[config.mk]
export PLATFORM = sky130hd
export DESIGN_NAME = ifu_fetch_ctrl_flat
export DESIGN_NICKNAME = d
export VERILOG_FILES = /design/src/rtl/ifu_fetch_ctrl_if.sv /design/src/rtl/ifu_fetch_ctrl.sv /design/src/flat_wrapper.sv
export SDC_FILE = /design/constraint.sdc
export NUM_CORES = 1
export LEC_CHECK = 0
export ABC_CLOCK_PERIOD_IN_PS = 3300
export BUFFER_PORTS_ARGS = -buffer_cell sky130_fd_sc_hd__buf_2
export CAP_MARGIN = 20
export CORE_ASPECT_RATIO = 0.75
export CORE_MARGIN = 2
export CORE_UTILIZATION = 57
export CTS_CLUSTER_DIAMETER = 100
export DETAILED_ROUTE_END_ITERATION = 10
export PLACE_DENSITY = 0.86
export RECOVER_POWER = 25
export SLEW_MARGIN = 25
export SYNTH_ARGS = -nofsm -noshare
export SYNTH_HDL_FRONTEND = slang
export SYNTH_SLANG_ARGS = --single-unit
[constraint.sdc]
create_clock -name clk -period 3.3 [get_ports clk]
set_input_delay 0.66 -clock clk [delete_from_list [all_inputs] [get_ports clk]]
set_output_delay 0.66 -clock clk [all_outputs]
set_load 0.02 [all_outputs]
[src/rtl/ifu_fetch_ctrl_if.sv]
// Instruction-bus request/response bundle between the fetch unit and memory.
// Only one transaction is ever outstanding on this bus.
interface ifu_fetch_ctrl_if #(
  parameter int XLEN = 32
);
  logic            req;
  logic [XLEN-1:0] addr;
  logic            gnt;
  logic            rvalid;
  logic [31:0]     rdata;

  modport master (
    output req, addr,
    input  gnt, rvalid, rdata
  );

  modport slave (
    input  req, addr,
    output gnt, rvalid, rdata
  );
endinterface

[src/rtl/ifu_fetch_ctrl.sv]
// IF-stage fetch controller: owns the fetch PC and the ibus handshake.
// FETCH_MISAL_CHK_EN adds an EXC state for misaligned redirect targets.
module ifu_fetch_ctrl #(
  parameter int              XLEN     = 32,
  parameter logic [XLEN-1:0] RST_ADDR = '0
) (
  input  logic             clk,
  input  logic             rst_n,
  input  logic             pipe_flush,
  input  logic [XLEN-1:0]  flush_pc,
  input  logic             ex_is_mret_inst,
  input  logic [XLEN-1:0]  mepc,
  input  logic             ex_bj_flag,
  input  logic [XLEN-1:0]  ex_bj_pc,
  input  logic             if_fire,
  ifu_fetch_ctrl_if.master ibus,
  output logic [XLEN-1:0]  if_pc,
  output logic [31:0]      if_inst,
  output logic             fetch_hand_suc,
  output logic             inst_useless,
  output logic             inst_valid,
  output logic             if_exp_flag,
  output logic             if_inst_addr_misal
);

  typedef enum logic [2:0] {
    IDLE, REQ, WAIT, DROP, HOLD
`ifdef FETCH_MISAL_CHK_EN
    , EXC
`endif
  } state_t;

  state_t          state;
  state_t          tgt_st;
  state_t          pc_st;
  logic [XLEN-1:0] req_addr;
  logic [XLEN-1:0] tgt;
  logic [XLEN-1:0] pc4;
  logic [31:0]     ibuf;
  logic            drop_pend;
  logic            redir;

  assign redir = pipe_flush | ex_is_mret_inst | ex_bj_flag;
  assign tgt   = pipe_flush      ? flush_pc :
                 ex_is_mret_inst ? mepc     : ex_bj_pc;
  assign pc4   = if_pc + XLEN'(4);

  // State entered when a fetch is (re)started at tgt or at if_pc
`ifdef FETCH_MISAL_CHK_EN
  assign tgt_st = (|tgt[1:0])   ? EXC : REQ;
  assign pc_st  = (|if_pc[1:0]) ? EXC : REQ;
`else
  assign tgt_st = REQ;
  assign pc_st  = REQ;
`endif

  always_ff @(posedge clk or negedge rst_n) begin
    if (!rst_n) begin
      state     <= IDLE;
      if_pc     <= RST_ADDR;
      req_addr  <= RST_ADDR;
      ibuf      <= '0;
      drop_pend <= 1'b0;
    end else begin
      unique case (state)
        IDLE: begin
          if (redir) begin
            if_pc    <= tgt;
            req_addr <= tgt;
            state    <= tgt_st;
          end else begin
            state    <= REQ;
          end
        end
        REQ: begin
          if (redir) if_pc <= tgt;
          if (ibus.gnt) begin
            drop_pend <= 1'b0;
            state     <= (drop_pend | redir) ? DROP : WAIT;
          end else if (redir) begin
            drop_pend <= 1'b1;
          end
        end
        WAIT: begin
          if (ibus.rvalid) begin
            if (redir) begin
              if_pc    <= tgt;
              req_addr <= tgt;
              state    <= tgt_st;
            end else if (if_fire) begin
              if_pc    <= pc4;
              req_addr <= pc4;
              state    <= REQ;
            end else begin
              ibuf  <= ibus.rdata;
              state <= HOLD;
            end
          end else if (redir) begin
            if_pc <= tgt;
            state <= DROP;
          end
        end
        DROP: begin
          if (ibus.rvalid) begin
            if (redir) begin
              if_pc    <= tgt;
              req_addr <= tgt;
              state    <= tgt_st;
            end else begin
              req_addr <= if_pc;
              state    <= pc_st;
            end
          end else if (redir) begin
            if_pc <= tgt;
          end
        end
        HOLD: begin
          if (redir) begin
            if_pc    <= tgt;
            req_addr <= tgt;
            state    <= tgt_st;
          end else if (if_fire) begin
            if_pc    <= pc4;
            req_addr <= pc4;
            state    <= REQ;
          end
        end
`ifdef FETCH_MISAL_CHK_EN
        EXC: begin
          if (redir) begin
            if_pc    <= tgt;
            req_addr <= tgt;
            state    <= tgt_st;
          end else if (if_fire) begin
            if_pc    <= pc4;
            req_addr <= pc4;
            state    <= REQ;
          end
        end
`endif
        default: state <= IDLE;
      endcase
    end
  end

  assign ibus.req = (state == REQ);

  always_comb begin
    if_inst = ibus.rdata;
    if (state == HOLD) if_inst = ibuf;
`ifdef FETCH_MISAL_CHK_EN
    if (state == EXC) if_inst = 32'h0000_0013;
`endif
  end

`ifdef FETCH_MISAL_CHK_EN
  assign ibus.addr          = req_addr;
  assign inst_valid         = (state == HOLD) | (state == EXC);
  assign if_exp_flag        = (state == EXC);
  assign if_inst_addr_misal = (state == EXC);
`else
  assign ibus.addr          = req_addr & ~XLEN'(3);
  assign inst_valid         = (state == HOLD);
  assign if_exp_flag        = 1'b0;
  assign if_inst_addr_misal = 1'b0;
`endif

  assign fetch_hand_suc = ibus.rvalid &
                          ((state == WAIT) | (state == DROP));
  assign inst_useless   = ibus.rvalid &
                          ((state == DROP) | ((state == WAIT) & redir));

endmodule

[src/flat_wrapper.sv]
// flat-port wrapper written by rule: the top's interface ports become plain ports
module ifu_fetch_ctrl_flat 
#(
  parameter int              XLEN     = 32,
  parameter logic [XLEN-1:0] RST_ADDR = '0
)
  (clk, rst_n, pipe_flush, flush_pc, ex_is_mret_inst, mepc, ex_bj_flag, ex_bj_pc, if_fire, if_pc, if_inst, fetch_hand_suc, inst_useless, inst_valid, if_exp_flag, if_inst_addr_misal, ibus_req, ibus_addr, ibus_gnt, ibus_rvalid, ibus_rdata);
  ifu_fetch_ctrl_if #(.XLEN(XLEN)) ibus_i ();
  input  logic clk;
  input  logic rst_n;
  input  logic pipe_flush;
  input  logic [XLEN-1:0] flush_pc;
  input  logic ex_is_mret_inst;
  input  logic [XLEN-1:0] mepc;
  input  logic ex_bj_flag;
  input  logic [XLEN-1:0] ex_bj_pc;
  input  logic if_fire;
  output logic [XLEN-1:0] if_pc;
  output logic [31:0] if_inst;
  output logic fetch_hand_suc;
  output logic inst_useless;
  output logic inst_valid;
  output logic if_exp_flag;
  output logic if_inst_addr_misal;
  output wire logic [$bits(ibus_i.req)-1:0] ibus_req;
  output wire logic [$bits(ibus_i.addr)-1:0] ibus_addr;
  input wire logic [$bits(ibus_i.gnt)-1:0] ibus_gnt;
  input wire logic [$bits(ibus_i.rvalid)-1:0] ibus_rvalid;
  input wire logic [$bits(ibus_i.rdata)-1:0] ibus_rdata;
  assign ibus_req = ibus_i.req;
  assign ibus_addr = ibus_i.addr;
  assign ibus_i.gnt = ibus_gnt;
  assign ibus_i.rvalid = ibus_rvalid;
  assign ibus_i.rdata = ibus_rdata;
  ifu_fetch_ctrl #(.XLEN(XLEN), .RST_ADDR(RST_ADDR)) u_core (.clk(clk), .rst_n(rst_n), .pipe_flush(pipe_flush), .flush_pc(flush_pc), .ex_is_mret_inst(ex_is_mret_inst), .mepc(mepc), .ex_bj_flag(ex_bj_flag), .ex_bj_pc(ex_bj_pc), .if_fire(if_fire), .ibus(ibus_i), .if_pc(if_pc), .if_inst(if_inst), .fetch_hand_suc(fetch_hand_suc), .inst_useless(inst_useless), .inst_valid(inst_valid), .if_exp_flag(if_exp_flag), .if_inst_addr_misal(if_inst_addr_misal));
endmodule
==> flow_metrics.env <==
export IMPL_status="finished clean"
export IMPL_drc=0
export IMPL_final_util=0.7076
export IMPL_setup_worst_path_start_class="register"
export IMPL_grt_pass1_vias=7945
export IMPL_seq_area_frac_synth=0.3264
export IMPL_final_cell_mix="buf_2, nand2_1, dfrtp_1, o21ai_0, nor2_1"
export IMPL_p_comb_frac=0.431
export IMPL_antenna_found_initial=0
export IMPL_cpLargestDelayFamily="simple AND/OR/NAND/NOR gates"
export IMPL_start_util=0.5812
export IMPL_drv_cap=0
export IMPL_vias=8768
export IMPL_grt_pass1_wl_um=44180
export IMPL_postPlaceCellArea_mm2=0.008894
export IMPL_die_h_um=103.4
export IMPL_power_leakage_uw=0.004227
export IMPL_crit_path_top_delay_cell="or3b_2"
export IMPL_cp_data_required_time_ns=2.64
export IMPL_grt_setup_unrepaired="false"
export IMPL_synth_edf_count=0
export IMPL_dp_cells=1299
export IMPL_cts_tree="built"
export IMPL_clkTransAtPathRegs_ns=0.07
export IMPL_drt_wl_total_um=29320
export IMPL_gp_congestion=1.050
export IMPL_yosys_cell_types_count=79
export IMPL_setup_viol=0
export IMPL_final_period_utilization=0.8798
export IMPL_cp_max_fo=35
export IMPL_overflow=0
export IMPL_critPathBufInv=3
export IMPL_hold_viol_final=0
export IMPL_rows=36
export IMPL_worstMarginPinSlew_ns=1.427
export IMPL_fin_crit_ns=2.903
export IMPL_cts_setup_buffers=0
export IMPL_slew_headroom=0.04866
export IMPL_core_area_mm2=0.01293
export IMPL_final_antenna_net_count=0
export IMPL_finClkSkew_ns=0.009986
export IMPL_grtUsageTotal=0.4126
export IMPL_design_area_mm2=0.009148
export IMPL_numCtsBuffers=9
export IMPL_p_per_area_mw_per_mm2=558.3
export IMPL_syn_instance_count=936
export IMPL_drt_initial_drc_count=1529
export IMPL_synth_main_ff_cell="dfrtp_1"
export IMPL_end_kind="primary output"
export IMPL_cts_root_buf="clkbuf_16"
export IMPL_finalSetupTns_ns=0
export IMPL_seqPwrFrac=0.369
export IMPL_yosysWarnings=0
export IMPL_cpPeakStageDelay_ns=0.56
export IMPL_finalNetCount=1276
export IMPL_cts_sinks=98
export IMPL_ctsHoldBuffers=0
export IMPL_drive_above_1_share=0.3112
export IMPL_netSwitchingPower_uw=2231
export IMPL_dp_hpwl_um=21990
export IMPL_final_cells=1315
export IMPL_path_class="reg -> out"
export IMPL_wl_per_cell_um=22.30
export IMPL_swShare=0.4368
export IMPL_grt_max_degree=54
export IMPL_viasPerCell=6.668
export IMPL_path_cells="or3b_2 -> inv_2 -> buf_4 -> nand2_1 -> nand2_1 -> buf_2"
export IMPL_die_w_um=136.6
export IMPL_htreeDepth=3
export IMPL_die_area_mm2=0.01413
export IMPL_multi_input_area_mm2=0.004653
export IMPL_p_int_uw=2876
export IMPL_ys_ff_latch=98
export IMPL_area_growth_pct=21.75
export IMPL_post_cts_resized=0
export IMPL_max_clock_freq_ghz=0.3444
export IMPL_nFillCells=1079
export IMPL_regArea_mm2=0.002452
export IMPL_mostFrequentLayoutCell="buf_2"
export IMPL_port_buffers=233
export IMPL_peakVddDrop_uv=301.5
export IMPL_cp_arrival_ns=2.24
export IMPL_synth_area_mm2=0.007513
export IMPL_worstHoldPathType="reg -> reg"
export IMPL_synthArstFlopShare=1.000
export IMPL_diodes=0
export IMPL_cp_common_cell="nand2_1"
export IMPL_syn_mean_instance_area_um2=8.027
export IMPL_cts_buffer_depth=2
export IMPL_drv_slew=0
export IMPL_pwr_share_clk=0.199
export IMPL_firstDrtPassIters=7
export IMPL_insertion_delay_ns=0.36
export IMPL_io_pins=238
## sequential cells by signal, summed over array words and instances, names as in the netlist
register	cells
u_core.state	3
u_core.ibuf	32
u_core.if_pc	32
u_core.req_addr	30
u_core.drop_pend	1
## through the flow
step | setup WS (ns) | power (uW) | hold WS [ns]
final | 0.3967 | 5107 | 0.4864
after CTS | 0.4097 | 5013 | 0.3932
after global placement | 0.6344 | 3951 | 0.4654
after detailed placement | 0.5920 | 4006 | 0.4711
after global routing | 0.2625 | 5309 | 0.5078
after floorplan | 0.7767 | 3138 | 0.3644
## cells in the mapped netlist (5+ instances only)
cell	count	area, um^2
nand2_1	172	645.6
dfrtp_1	98	2452
o21ai_0	58	290.3
nor2_1	53	198.9
a21oi_1	51	255.2
clkbuf_1	46	172.7
mux2_2	46	518.0
mux2i_1	40	400.4
nand3_1	32	160.2
buf_2	24	120.1
nor3_1	19	95.09
a31oi_1	16	100.1
o211ai_1	15	112.6
nor4_1	14	87.58
inv_1	13	48.80
nand2b_1	13	81.33
nand4_1	13	81.33
o22ai_1	12	75.07
a221oi_1	9	78.83
o31ai_1	9	67.56
xnor2_1	9	78.83
and3_1	8	50.05
and4_1	8	70.07
buf_1	8	30.03
a211oi_1	7	52.55
o22a_1	7	61.31
o31a_1	7	61.31
buf_4	6	45.04
o21a_1	6	45.04
o2bb2ai_1	6	52.55
or3_1	6	37.54
and2_1	5	31.28
nor2b_1	5	31.28
nor3b_1	5	37.54
or4_1	5	37.54
## area by class of cell
| class | instances | area share |
|---|---|---|
| clock buffers | 11 | 0.02654 |
| inverters | 16 | 0.006565 |
| clock inverters | 5 | 0.003146 |
| multi-input cells | 740 | 0.5087 |
| flip-flops and latches | 98 | 0.2681 |
| repair buffers | 274 | 0.1636 |
| well taps | 171 | 0.02339 |
## layer usage
metal | vias up | track usage | wire, um
li1 | 3861 | - | -
met5 | - | 0.03472 | 49
met4 | 2 | 0.1218 | 743
met3 | 86 | 0.1774 | 5238
met2 | 788 | 0.5677 | 12020
met1 | 4031 | 0.5836 | 11270
## power groups by stage
stage / logic [uW] / clock network, uW / registers, uW
3_5_place_dp: 2130 / 0 / 1880
6_report: 2200 / 1020 / 1890
2_1_floorplan: 1120 / 0 / 2020
3_3_place_gp: 2080 / 0 / 1870
4_1_cts: 2140 / 1020 / 1860
5_1_grt: 2330 / 1060 / 1910
## final timing paths
path	start	to	slack (ns)	cells past startpoint
min in group asynchronous	rst_n	u_core.if_pc[18]	0.64	1
max in group asynchronous	rst_n	u_core.ibuf[21]	0.79	2
min	u_core.req_addr[4]	u_core.req_addr[4]	0.49	2
min reg2reg	u_core.req_addr[4]	u_core.req_addr[4]	0.49	2
max reg2reg	u_core.if_pc[2]	u_core.req_addr[12]	0.64	7
max	u_core.state[1]	if_inst[10]	0.40	6
## tightest hold or removal path, cell delays in order, from the launching register on
cell and delay, ns:
dfrtp_1 0.35, nand2_1 0.05, o21ai_0 0.06
## cell families (layout without fill, tap and decap cells)
logic type / count (synthesis) / in the layout / synth area share
AND/OR/NAND/NOR: 372 / 372 / 0.2380
AO/OA/AOI/OAI: 265 / 265 / 0.2396
buffers and inverters: 101 / 306 / 0.05762
flip-flops: 98 / 98 / 0.3264
multiplexers: 86 / 86 / 0.1222
XOR/XNOR: 12 / 12 / 0.01399
adder cells (fa/ha/maj): 1 / 1 / 0.001665
other: 1 / 4 / 0.0004991
Power figures use the tool's default switching activity.
